`config.mk`:
```
export PLATFORM = sky130hd
export DESIGN_NAME = pe_ws_controller
export DESIGN_NICKNAME = d
export VERILOG_FILES = /design/src/rtl/pe_ws_controller.sv
export SDC_FILE = /design/constraint.sdc
export NUM_CORES = 1
export LEC_CHECK = 0
export ABC_AREA = 1
export CAP_MARGIN = 5
export CORE_ASPECT_RATIO = 0.6
export CORE_MARGIN = 1.5
export CORE_UTILIZATION = 54
export CTS_CLUSTER_DIAMETER = 120
export CTS_CLUSTER_SIZE = 40
export DETAILED_ROUTE_END_ITERATION = 12
export HOLD_SLACK_MARGIN = 0.02
export PLACE_DENSITY = 0.79
export SETUP_SLACK_MARGIN = 0.3
export SYNTH_ARGS = -nofsm -noshare
export SYNTH_HDL_FRONTEND = slang
export SYNTH_SLANG_ARGS = --single-unit
```
`constraint.sdc`:
```
create_clock -name clk -period 3.6 [get_ports clk]
set_input_delay 0.36 -clock clk [delete_from_list [all_inputs] [get_ports clk]]
set_output_delay 0.36 -clock clk [all_outputs]
set_load 0.01 [all_outputs]
```
`src/rtl/pe_ws_controller.sv`:
```
// Weight-stationary PE sequencer: loads the PE weight scratchpad from a
// weight stream, then runs one activation pass per stored weight, driving
// every PE control pin combinationally from the current state and handshakes.
module pe_ws_controller #(
    parameter int MEM_ADDR_BITWIDTH = 10,
    parameter int WGT_BITWIDTH      = 8,
    parameter int ACT_CNT_BITWIDTH  = 16
) (
    input  logic                         clk,
    input  logic                         reset_n,
    input  logic                         start,
    input  logic [MEM_ADDR_BITWIDTH:0]   num_wgt_cfg,
    input  logic [ACT_CNT_BITWIDTH-1:0]  num_act_cfg,
    input  logic                         wgt_valid,
    output logic                         wgt_ready,
    input  logic [WGT_BITWIDTH-1:0]      wgt_data,
    input  logic                         act_valid,
    output logic                         act_ready,
    output logic                         busy,
    output logic                         done,
    output logic                         reset_w_mem,
    output logic                         read_req_w_mem,
    output logic                         write_req_w_mem,
    output logic [MEM_ADDR_BITWIDTH-1:0] w_addr_w_mem,
    output logic [MEM_ADDR_BITWIDTH-1:0] r_addr_w_mem,
    output logic [WGT_BITWIDTH-1:0]      w_data_w_mem,
    output logic                         ws_en,
    output logic                         ws_mux,
    output logic                         reset_ws_reg,
    output logic                         wrt_en_reg,
    output logic                         reset_reg
);
    localparam int AW = MEM_ADDR_BITWIDTH;
    localparam int CW = MEM_ADDR_BITWIDTH + 1;

    localparam logic [2:0] S_IDLE   = 3'd0;
    localparam logic [2:0] S_LOAD   = 3'd1;
    localparam logic [2:0] S_FETCH  = 3'd2;
    localparam logic [2:0] S_STREAM = 3'd3;
    localparam logic [2:0] S_DONE   = 3'd4;

    logic [2:0]                  state;
    logic [CW-1:0]               num_wgt;
    logic [ACT_CNT_BITWIDTH-1:0] num_act;
    // Index counters carry one extra bit so a full 2^AW load never wraps.
    logic [CW-1:0]               load_idx;
    logic [CW-1:0]               wgt_idx;
    logic [ACT_CNT_BITWIDTH-1:0] act_cnt;
    logic                        first_beat;
    logic [AW-1:0]               w_addr_q;
    logic [AW-1:0]               r_addr_q;

    logic in_idle, in_load, in_fetch, in_stream, in_done;
    logic start_fire, wgt_fire, act_fire;
    logic last_load, last_beat, last_pass, empty_job;

    // State decode, gated by reset_n so nothing asserts while held in reset.
    always_comb begin
        in_idle    = reset_n && (state == S_IDLE);
        in_load    = reset_n && (state == S_LOAD);
        in_fetch   = reset_n && (state == S_FETCH);
        in_stream  = reset_n && (state == S_STREAM);
        in_done    = reset_n && (state == S_DONE);
        start_fire = in_idle && start;
        wgt_fire   = in_load && wgt_valid;
        act_fire   = in_stream && act_valid;
        last_load  = (load_idx == num_wgt - CW'(1));
        last_beat  = (act_cnt == num_act - ACT_CNT_BITWIDTH'(1));
        last_pass  = (wgt_idx == num_wgt - CW'(1));
        empty_job  = (num_wgt_cfg == '0) || (num_act_cfg == '0);
    end

    // PE control pins; addresses hold their last value while the request is low.
    always_comb begin
        busy            = reset_n && (state != S_IDLE);
        done            = in_done;
        wgt_ready       = in_load;
        act_ready       = in_stream;
        reset_w_mem     = start_fire;
        reset_ws_reg    = start_fire;
        reset_reg       = start_fire;
        write_req_w_mem = wgt_fire;
        w_addr_w_mem    = wgt_fire ? load_idx[AW-1:0] : w_addr_q;
        w_data_w_mem    = reset_n ? wgt_data : '0;
        read_req_w_mem  = in_fetch;
        r_addr_w_mem    = in_fetch ? wgt_idx[AW-1:0] : r_addr_q;
        wrt_en_reg      = act_fire;
        ws_mux          = in_stream && first_beat;
        ws_en           = act_fire && first_beat;
    end

    // Sequencer state, configuration capture and counters.
    always_ff @(posedge clk or negedge reset_n) begin
        if (!reset_n) begin
            state      <= S_IDLE;
            num_wgt    <= '0;
            num_act    <= '0;
            load_idx   <= '0;
            wgt_idx    <= '0;
            act_cnt    <= '0;
            first_beat <= 1'b0;
            w_addr_q   <= '0;
            r_addr_q   <= '0;
        end else begin
            if (wgt_fire) w_addr_q <= load_idx[AW-1:0];
            if (in_fetch) r_addr_q <= wgt_idx[AW-1:0];
            case (state)
                S_IDLE: if (start) begin
                    num_wgt  <= num_wgt_cfg;
                    num_act  <= num_act_cfg;
                    load_idx <= '0;
                    wgt_idx  <= '0;
                    act_cnt  <= '0;
                    state    <= empty_job ? S_DONE : S_LOAD;
                end
                S_LOAD: if (wgt_fire) begin
                    load_idx <= load_idx + CW'(1);
                    if (last_load) begin
                        wgt_idx <= '0;
                        state   <= S_FETCH;
                    end
                end
                S_FETCH: begin
                    first_beat <= 1'b1;
                    act_cnt    <= '0;
                    state      <= S_STREAM;
                end
                S_STREAM: if (act_fire) begin
                    first_beat <= 1'b0;
                    act_cnt    <= act_cnt + ACT_CNT_BITWIDTH'(1);
                    if (last_beat) begin
                        if (last_pass) begin
                            state <= S_DONE;
                        end else begin
                            wgt_idx <= wgt_idx + CW'(1);
                            state   <= S_FETCH;
                        end
                    end
                end
                S_DONE:  state <= S_IDLE;
                default: state <= S_IDLE;
            endcase
        end
    end
endmodule
```
==> results.txt, run 1 <==
Status -> completed
Final period utilization -> 83.7%
Largest net degree at the start of global routing -> 62
Cell Int Power -> 2.88 mW
Unique masters post-synth -> 39
Initial Utilization -> 56.6%
Final setup viols -> 0
Final worst slack -> 0.588 ns
Syn_nets -> 849
Via count -> 5,719
Leak -> 3.24 nW
Min Tclk post-route -> 3.01 ns
Worst R2R Path Depth -> 12
RSZ-0062 raised after global routing -> no
Worst r2r src -> num_wgt[0]
Clock power frac -> 19.4%
Setup WS pre-CTS -> 0.810 ns
Area of the multi-input gates -> 2960 sq um
Antenna viol nets, final -> 0
Max-slew violation count -> 0
Skew-Pair Late Insertion Delay -> 0.34 ns
# H-tree levels -> 3
DR vias/cell -> 5.60
Final wirelength -> 16.5 mm
Vias in the first global route -> 4,986
Sum Neg Setup Slack -> 0 ns
Prevailing post-synth register cell -> dfrtp_1
Clock sinks -> 89
GPL Wtd Cong -> 0.940
Setup Crit Path Kind -> register to output pin
DIE WIDTH -> 135 um
I/O Buffers -> 79
Fillers -> 852
CP Max Fanout -> 17
Synthesized area per cell -> 7.05 sq um
Hpwl dp -> 12.7 mm
CTS tree -> yes
Crit end category -> output pin
FMAX -> 0.332 GHz
CTS Buffer Depth -> 2
I/O pin cnt -> 80
Yosys Warn Count -> 0
Post-synth ARST share -> 100%
Crit path DAT -> 2.65 ns
Starting DRT DRC Count -> 629
Clock skew -> 0.00471 ns
CORE AREA -> 10,000 sq um
Final hold violations -> 0
CP most frequent cell -> nor2_1
Cell Area, Synth -> 5670 sq um
Row Count -> 28
Synth Instances -> 804
Global-route wire length before repair -> 25.8 mm
R2r endpoint -> wgt_idx[5]
#FFs+latches synth -> 89
Sequential fraction of the synthesis area -> 39.3%
Die footprint -> 11,100 sq um
Reg power frac -> 32.2%
Worst rel slew slack -> 47.0%
CTS clock-pin slew for the worst setup and hold paths -> 0.06 ns
Ant diodes -> 0
CTS Buf Count -> 9
Combinational power share -> 48.4%
Register area -> 2230 sq um
Worst Tran Pin Value -> 0.795 ns
Hold Buf Count CTS -> 0
Worst path max stage delay -> 0.58 ns
Hold slack -> 0.0763 ns
Max-Cap Viols -> 0
Share of cells above drive strength 1 -> 6.31%
Pwr Density -> 760 nW/um^2
Startpoint Class -> register
Nets -> 927
Sw Pwr -> 2.37 mW
CP Cell Sequence -> nor2_1, inv_1, nor2_1, inv_1, nor2_1, clkinvlp_4, buf_4, o21ai_0, clkdlybuf4s50_1
Sw Ratio -> 45.1%
Pre-antenna DRT Iters -> 7
Critical Path RT -> 3.24 ns
Initial antenna violation count -> 1
Worst VDD drop -> 0.000366 V
P&R area growth vs syn -> 21.9%
Util after Layout -> 68.9%
Total congestion overflow -> 0
FF-to-FF setup slack -> 0.76 ns
GRT Resource Usage Total -> 30.9%
DIE HEIGHT -> 82.4 um
Worst min path class -> input port to asynchronous set/reset pin
Clk root buf -> clkbuf_16
Slowest library cell on the worst path -> clkdlybuf4s50_1
# DRC -> 0
Post-synth EDFFs -> 0
Routed len/inst -> 16.2 um
PnR Total Power -> 5.25 mW
==> per-stage QoR <==
| step | instances | instance area (sq um) |
|---|---|---|
| after global placement | 1004 | 6560 |
| after CTS | 1020 | 6890 |
| after global routing | 1022 | 6910 |
| after detailed placement | 1004 | 6560 |
| after floorplan | 804 | 5670 |
| final | 1022 | 6910 |
==> what timing repair did <==
action,in CTS,in global routing
setup endpoints to repair,0,9
buffers inserted,0,2
endpoints found under the hold margin,0,0
gates resized for setup,0,1
==> power by group through the flow <==
stage / Combinational, mW / Sequential, mW / Clock (mW)
floorplan: 1.76 / 1.56 / 0
global placement: 2.40 / 1.67 / 0
detailed placement: 2.48 / 1.68 / 0
CTS: 2.49 / 1.68 / 1.02
global route: 2.84 / 1.73 / 1.06
finish: 2.54 / 1.69 / 1.02
==> area by class of cell <==
type / instances / share of cell area, %
repair buffers: 86 / 12.2
multi-input cells: 595 / 42.9
clock buffers: 12 / 3.57
clock inverters: 4 / 1.11
well taps: 135 / 2.45
inverters: 101 / 5.54
flip-flops and latches: 89 / 32.3
==> cell families after synthesis <==
| logic type | after synthesis | share of synthesized area, % |
|---|---|---|
| adders and majority gates | 5 | 1.10 |
| and+or+nand+nor | 465 | 36.9 |
| AOI/OAI and AO/OA | 90 | 8.88 |
| DFF | 89 | 39.3 |
| xor gates and xnor gates | 35 | 5.41 |
| buffers and inverters | 120 | 8.41 |
==> sequential cells by signal, indices dropped and copies added, names as in the netlist <==
signal      count
wgt_idx        11
r_addr_q       10
first_beat      1
act_cnt        16
state           3
num_act        16
load_idx       11
w_addr_q       10
num_wgt        11
==> critical path, delay by kind of cell, from the launching register on <==
kind	cells	cell delay, ns
AND/OR/NAND/NOR	3	0.51
buffers and inverters	5	1.09
flip-flops	1	0.48
AO/OA/AOI/OAI	1	0.23
==> how the worst max path moves through the flow <==
stage               start               to  slack, ns  cells past startpoint
2_1_floorplan    state[2]  r_addr_w_mem[0]       1.41                      8
3_3_place_gp   num_wgt[0]       wgt_idx[2]       0.95                     12
3_5_place_dp     state[2]  r_addr_w_mem[8]       0.81                      8
4_1_cts          state[2]  r_addr_w_mem[8]       0.43                      8
5_1_grt          state[2]  r_addr_w_mem[4]       0.37                      9
6_report         state[2]  r_addr_w_mem[4]       0.59                      9
==> synthesized netlist by cell type (3+ instances only) <==
library cell	number	area share (%)
nor4_1	14	1.5
inv_1	96	6.4
nand3b_1	6	0.79
xnor2_1	8	1.2
ha_1	5	1.1
dfrtp_1	89	39
buf_4	4	0.53
nor2_1	86	5.7
nor2_2	6	0.66
xor2_1	27	4.2
clkbuf_1	10	0.66
nand2_2	5	0.55
o21ai_0	59	5.2
a21oi_1	15	1.3
nand4_1	19	2.1
nand2_1	240	16
o21ai_1	3	0.26
nor2_4	5	0.99
clkinv_1	3	0.20
nand3_1	51	4.5
nor3_1	20	1.8
nand3_2	6	1.1
o31ai_1	5	0.66
nor3_2	3	0.53
==> layout by cell type (no fill, tap or decap), types with 2 or more instances in the layout <==
cell type / count
inv_2: 2
o21ai_0: 59
nand3_2: 6
nor4_1: 14
nor3_1: 20
nor2_2: 6
a21oi_1: 15
nor2_4: 5
nor3_2: 3
clkdlybuf4s50_1: 78
nor2_1: 86
nand2_2: 5
nand4_1: 19
buf_4: 8
clkbuf_16: 9
xnor2_1: 8
dfrtp_1: 89
o31ai_1: 5
nand3_1: 51
ha_1: 5
inv_1: 96
xor2_1: 27
clkinv_1: 2
nand2_1: 240
clkinvlp_4: 2
a21oi_4: 2
o21ai_1: 3
clkbuf_1: 2
bufinv_16: 2
o211ai_1: 2
nand3b_1: 6
==> routing by layer <==
metal / vias up / routed length (um) / global-route usage [%] / share of wire (%)
met5: - / 13 / 0 / 0.079
met4: 2 / 140 / 6.34 / 0.85
met3: 22 / 2050 / 8.30 / 12
met2: 315 / 6440 / 43.2 / 39
met1: 2638 / 7870 / 47.4 / 48
li1: 2742 / - / - / -
Note: power is estimated with default switching activity, not from simulation.
==> inputs of run 2 (changes only) <==
Settings changed: CORE_UTILIZATION 54 to 50, PLACE_DENSITY 0.79 to 0.77.
Clock period 3.6 ns to 2.6 ns, I/O delays scaled along.
==> results.txt, run 2 (synthesized netlist as in run 1, its figures left out) <==
Initial Utilization -> 52.4% (-4.1 points)
Ant diodes -> 0 (unchanged)
Clock sinks -> 89 (unchanged)
Critical Path RT -> 2.84 ns (-0.40 ns)
Die footprint -> 12,000 sq um (+7.8%)
P&R area growth vs syn -> 30.6%
I/O Buffers -> 79 (unchanged)
Leak -> 3.58 nW (+10%)
I/O pin cnt -> 80 (unchanged)
Status -> completed
Share of cells above drive strength 1 -> 14.8% (+8.5 points)
Clk root buf -> clkbuf_16
Global-route wire length before repair -> 28.5 mm (+10%)
Nets -> 953 (+2.8%)
Combinational power share -> 53.1% (+4.7 points)
Total congestion overflow -> 0 (unchanged)
Sw Ratio -> 46.5% (+1.4 points)
Cell Int Power -> 4.33 mW (+50%)
Clock skew -> 0.00542 ns (+0.000719 ns)
Setup Crit Path Kind -> register to register
Final setup viols -> 0 (unchanged)
Worst Tran Pin Value -> 0.622 ns (-0.173 ns)
CORE AREA -> 10,800 sq um (+7.9%)
CTS Buf Count -> 9 (unchanged)
Crit path DAT -> 2.57 ns (-0.08 ns)
Starting DRT DRC Count -> 795 (+26%)
Max-Cap Viols -> 0 (unchanged)
Hpwl dp -> 13.4 mm (+5.6%)
Startpoint Class -> register
Sw Pwr -> 3.76 mW (+59%)
Most crowded layer after global routing -> met1
Hold slack -> 0.121 ns (+0.0450 ns)
Min Tclk post-route -> 2.33 ns
Final wirelength -> 18.1 mm (+9.3%)
Most frequent cells in the layout -> 226 x nand2_1, 91 x inv_1, 85 x dfrtp_1, 75 x nor2_1, 54 x clkdlybuf4s50_1
Commonest non-fill, non-tap cell in the layout -> nand2_1
FMAX -> 0.428 GHz
Worst VDD drop -> 0.000542 V (+48%)
Hold Buf Count CTS -> 0 (unchanged)
Pwr Density -> 1090 nW/um^2 (+44%)
Crit end category -> register
Pre-antenna DRT Iters -> 5 (-2)
Max-slew violation count -> 0 (unchanged)
Worst rel slew slack -> 58.5% (+12 points)
DIE HEIGHT -> 85.5 um (+3.8%)
Final period utilization -> 89.8%
Vias in the first global route -> 5,424 (+8.8%)
GRT Resource Usage Total -> 30.7% (-0.24 points)
Reg power frac -> 29.5% (-2.7 points)
Antenna viol nets, final -> 0 (unchanged)
DR vias/cell -> 5.64 (+0.73%)
GPL Wtd Cong -> 0.949 (+0.98%)
CTS clock-pin slew for the worst setup and hold paths -> 0.07 ns (about the same)
GR Util met3 -> 10.6% (+2.3 points)
CTS Buffer Depth -> 2 (unchanged)
Row Count -> 29 (+3.6%)
CTS tree -> yes
Clock power frac -> 17.4% (-2.0 points)
RSZ-0062 raised after global routing -> yes
Worst min path class -> input port to asynchronous set/reset pin
# DRC -> 0 (unchanged)
# H-tree levels -> 3 (unchanged)
Largest registers -> act_cnt x16, num_act x16
CP Max Fanout -> 6 (-11)
Initial antenna violation count -> 0 (-1)
Via count -> 5,930 (+3.7%)
Largest net degree at the start of global routing -> 50 (-19%)
PnR Total Power -> 8.09 mW (+54%)
Skew-Pair Late Insertion Delay -> 0.35 ns (about the same)
Routed len/inst -> 17.2 um (+6.2%)
Sum Neg Setup Slack -> 0 ns (unchanged)
Final hold violations -> 0 (unchanged)
M1 GR Usage -> 46.5% (-0.98 points)
DIE WIDTH -> 140 um (+3.8%)
M2 GR Usage -> 42.0% (-1.2 points)
## run 2: timing repair
item | 4_1_cts | 5_1_grt
setup endpoints to repair | 40 | 41
pin swaps | 5 | 23
gates resized for setup | 63 | 77
gates cloned | 2 | 1
buffers inserted | 5 | 6
## run 2: routing by layer
metal  vias to the layer above  part of all wire (%)
met5                         -                     0
met1                      2767                    46
met4                         0                   1.1
li1                       2798                     -
met2                       340                    39
met3                        25                    13
## run 2: through the flow
stage,cells,area (sq um),utilization (%),setup WS (ns)
2_1_floorplan,804,5670,-,0.506
3_3_place_gp,1022,6670,61.7,0.183
3_5_place_dp,1022,6670,61.7,0.0570
4_1_cts,1045,7120,65.9,0.149
5_1_grt,1052,7400,68.4,0.179
6_report,1052,7400,68.4,0.266
## run 2: final cells by class
type                       count  area (sq um)
inverter                     101           393
timing repair buffer         110          1050
clock buffer                   9           225
tap                          139           174
multi-input combinational    596          3220
fill                         884          3410
timing repair inverter         1          8.76
clock inverter                 7          93.8
sequential                    89          2230
## run 2: final timing paths
path | start | cells after the start | end | slack (ns)
max in group asynchronous | reset_n | 3 | num_wgt[4] | 1.37
setup / recovery | num_wgt[1] | 16 | wgt_idx[3] | 0.27
hold / removal | reset_n | 2 | num_act[14] | 0.12
setup reg to reg | num_wgt[1] | 16 | wgt_idx[3] | 0.27
min in group clk | reset_n | 5 | act_cnt[0] | 0.44
hold reg to reg | w_addr_q[9] | 2 | w_addr_q[9] | 0.49
## run 2: power groups by stage
stage	Clock [mW]	Sequential (mW)	Combinational, mW
2_1_floorplan	0	2.16	2.44
3_3_place_gp	0	2.31	3.53
3_5_place_dp	0	2.32	3.66
4_1_cts	1.43	2.32	3.77
5_1_grt	1.49	2.43	4.71
6_report	1.41	2.38	4.29
## run 2: critical path: stages (launching register included)
cell and delay (ns):
dfrtp_1 0.43, inv_2 0.09, ha_4 0.16, nand2_1 0.08, inv_2 0.08, nand2_1 0.05
nand2_1 0.08, nand2_2 0.08, nand2_1 0.06, nand2_1 0.06, a21oi_1 0.18, nand2_1 0.12
o21ai_4 0.27, buf_6 0.14, nand3_4 0.14, nand2_2 0.13, nand2_2 0.05
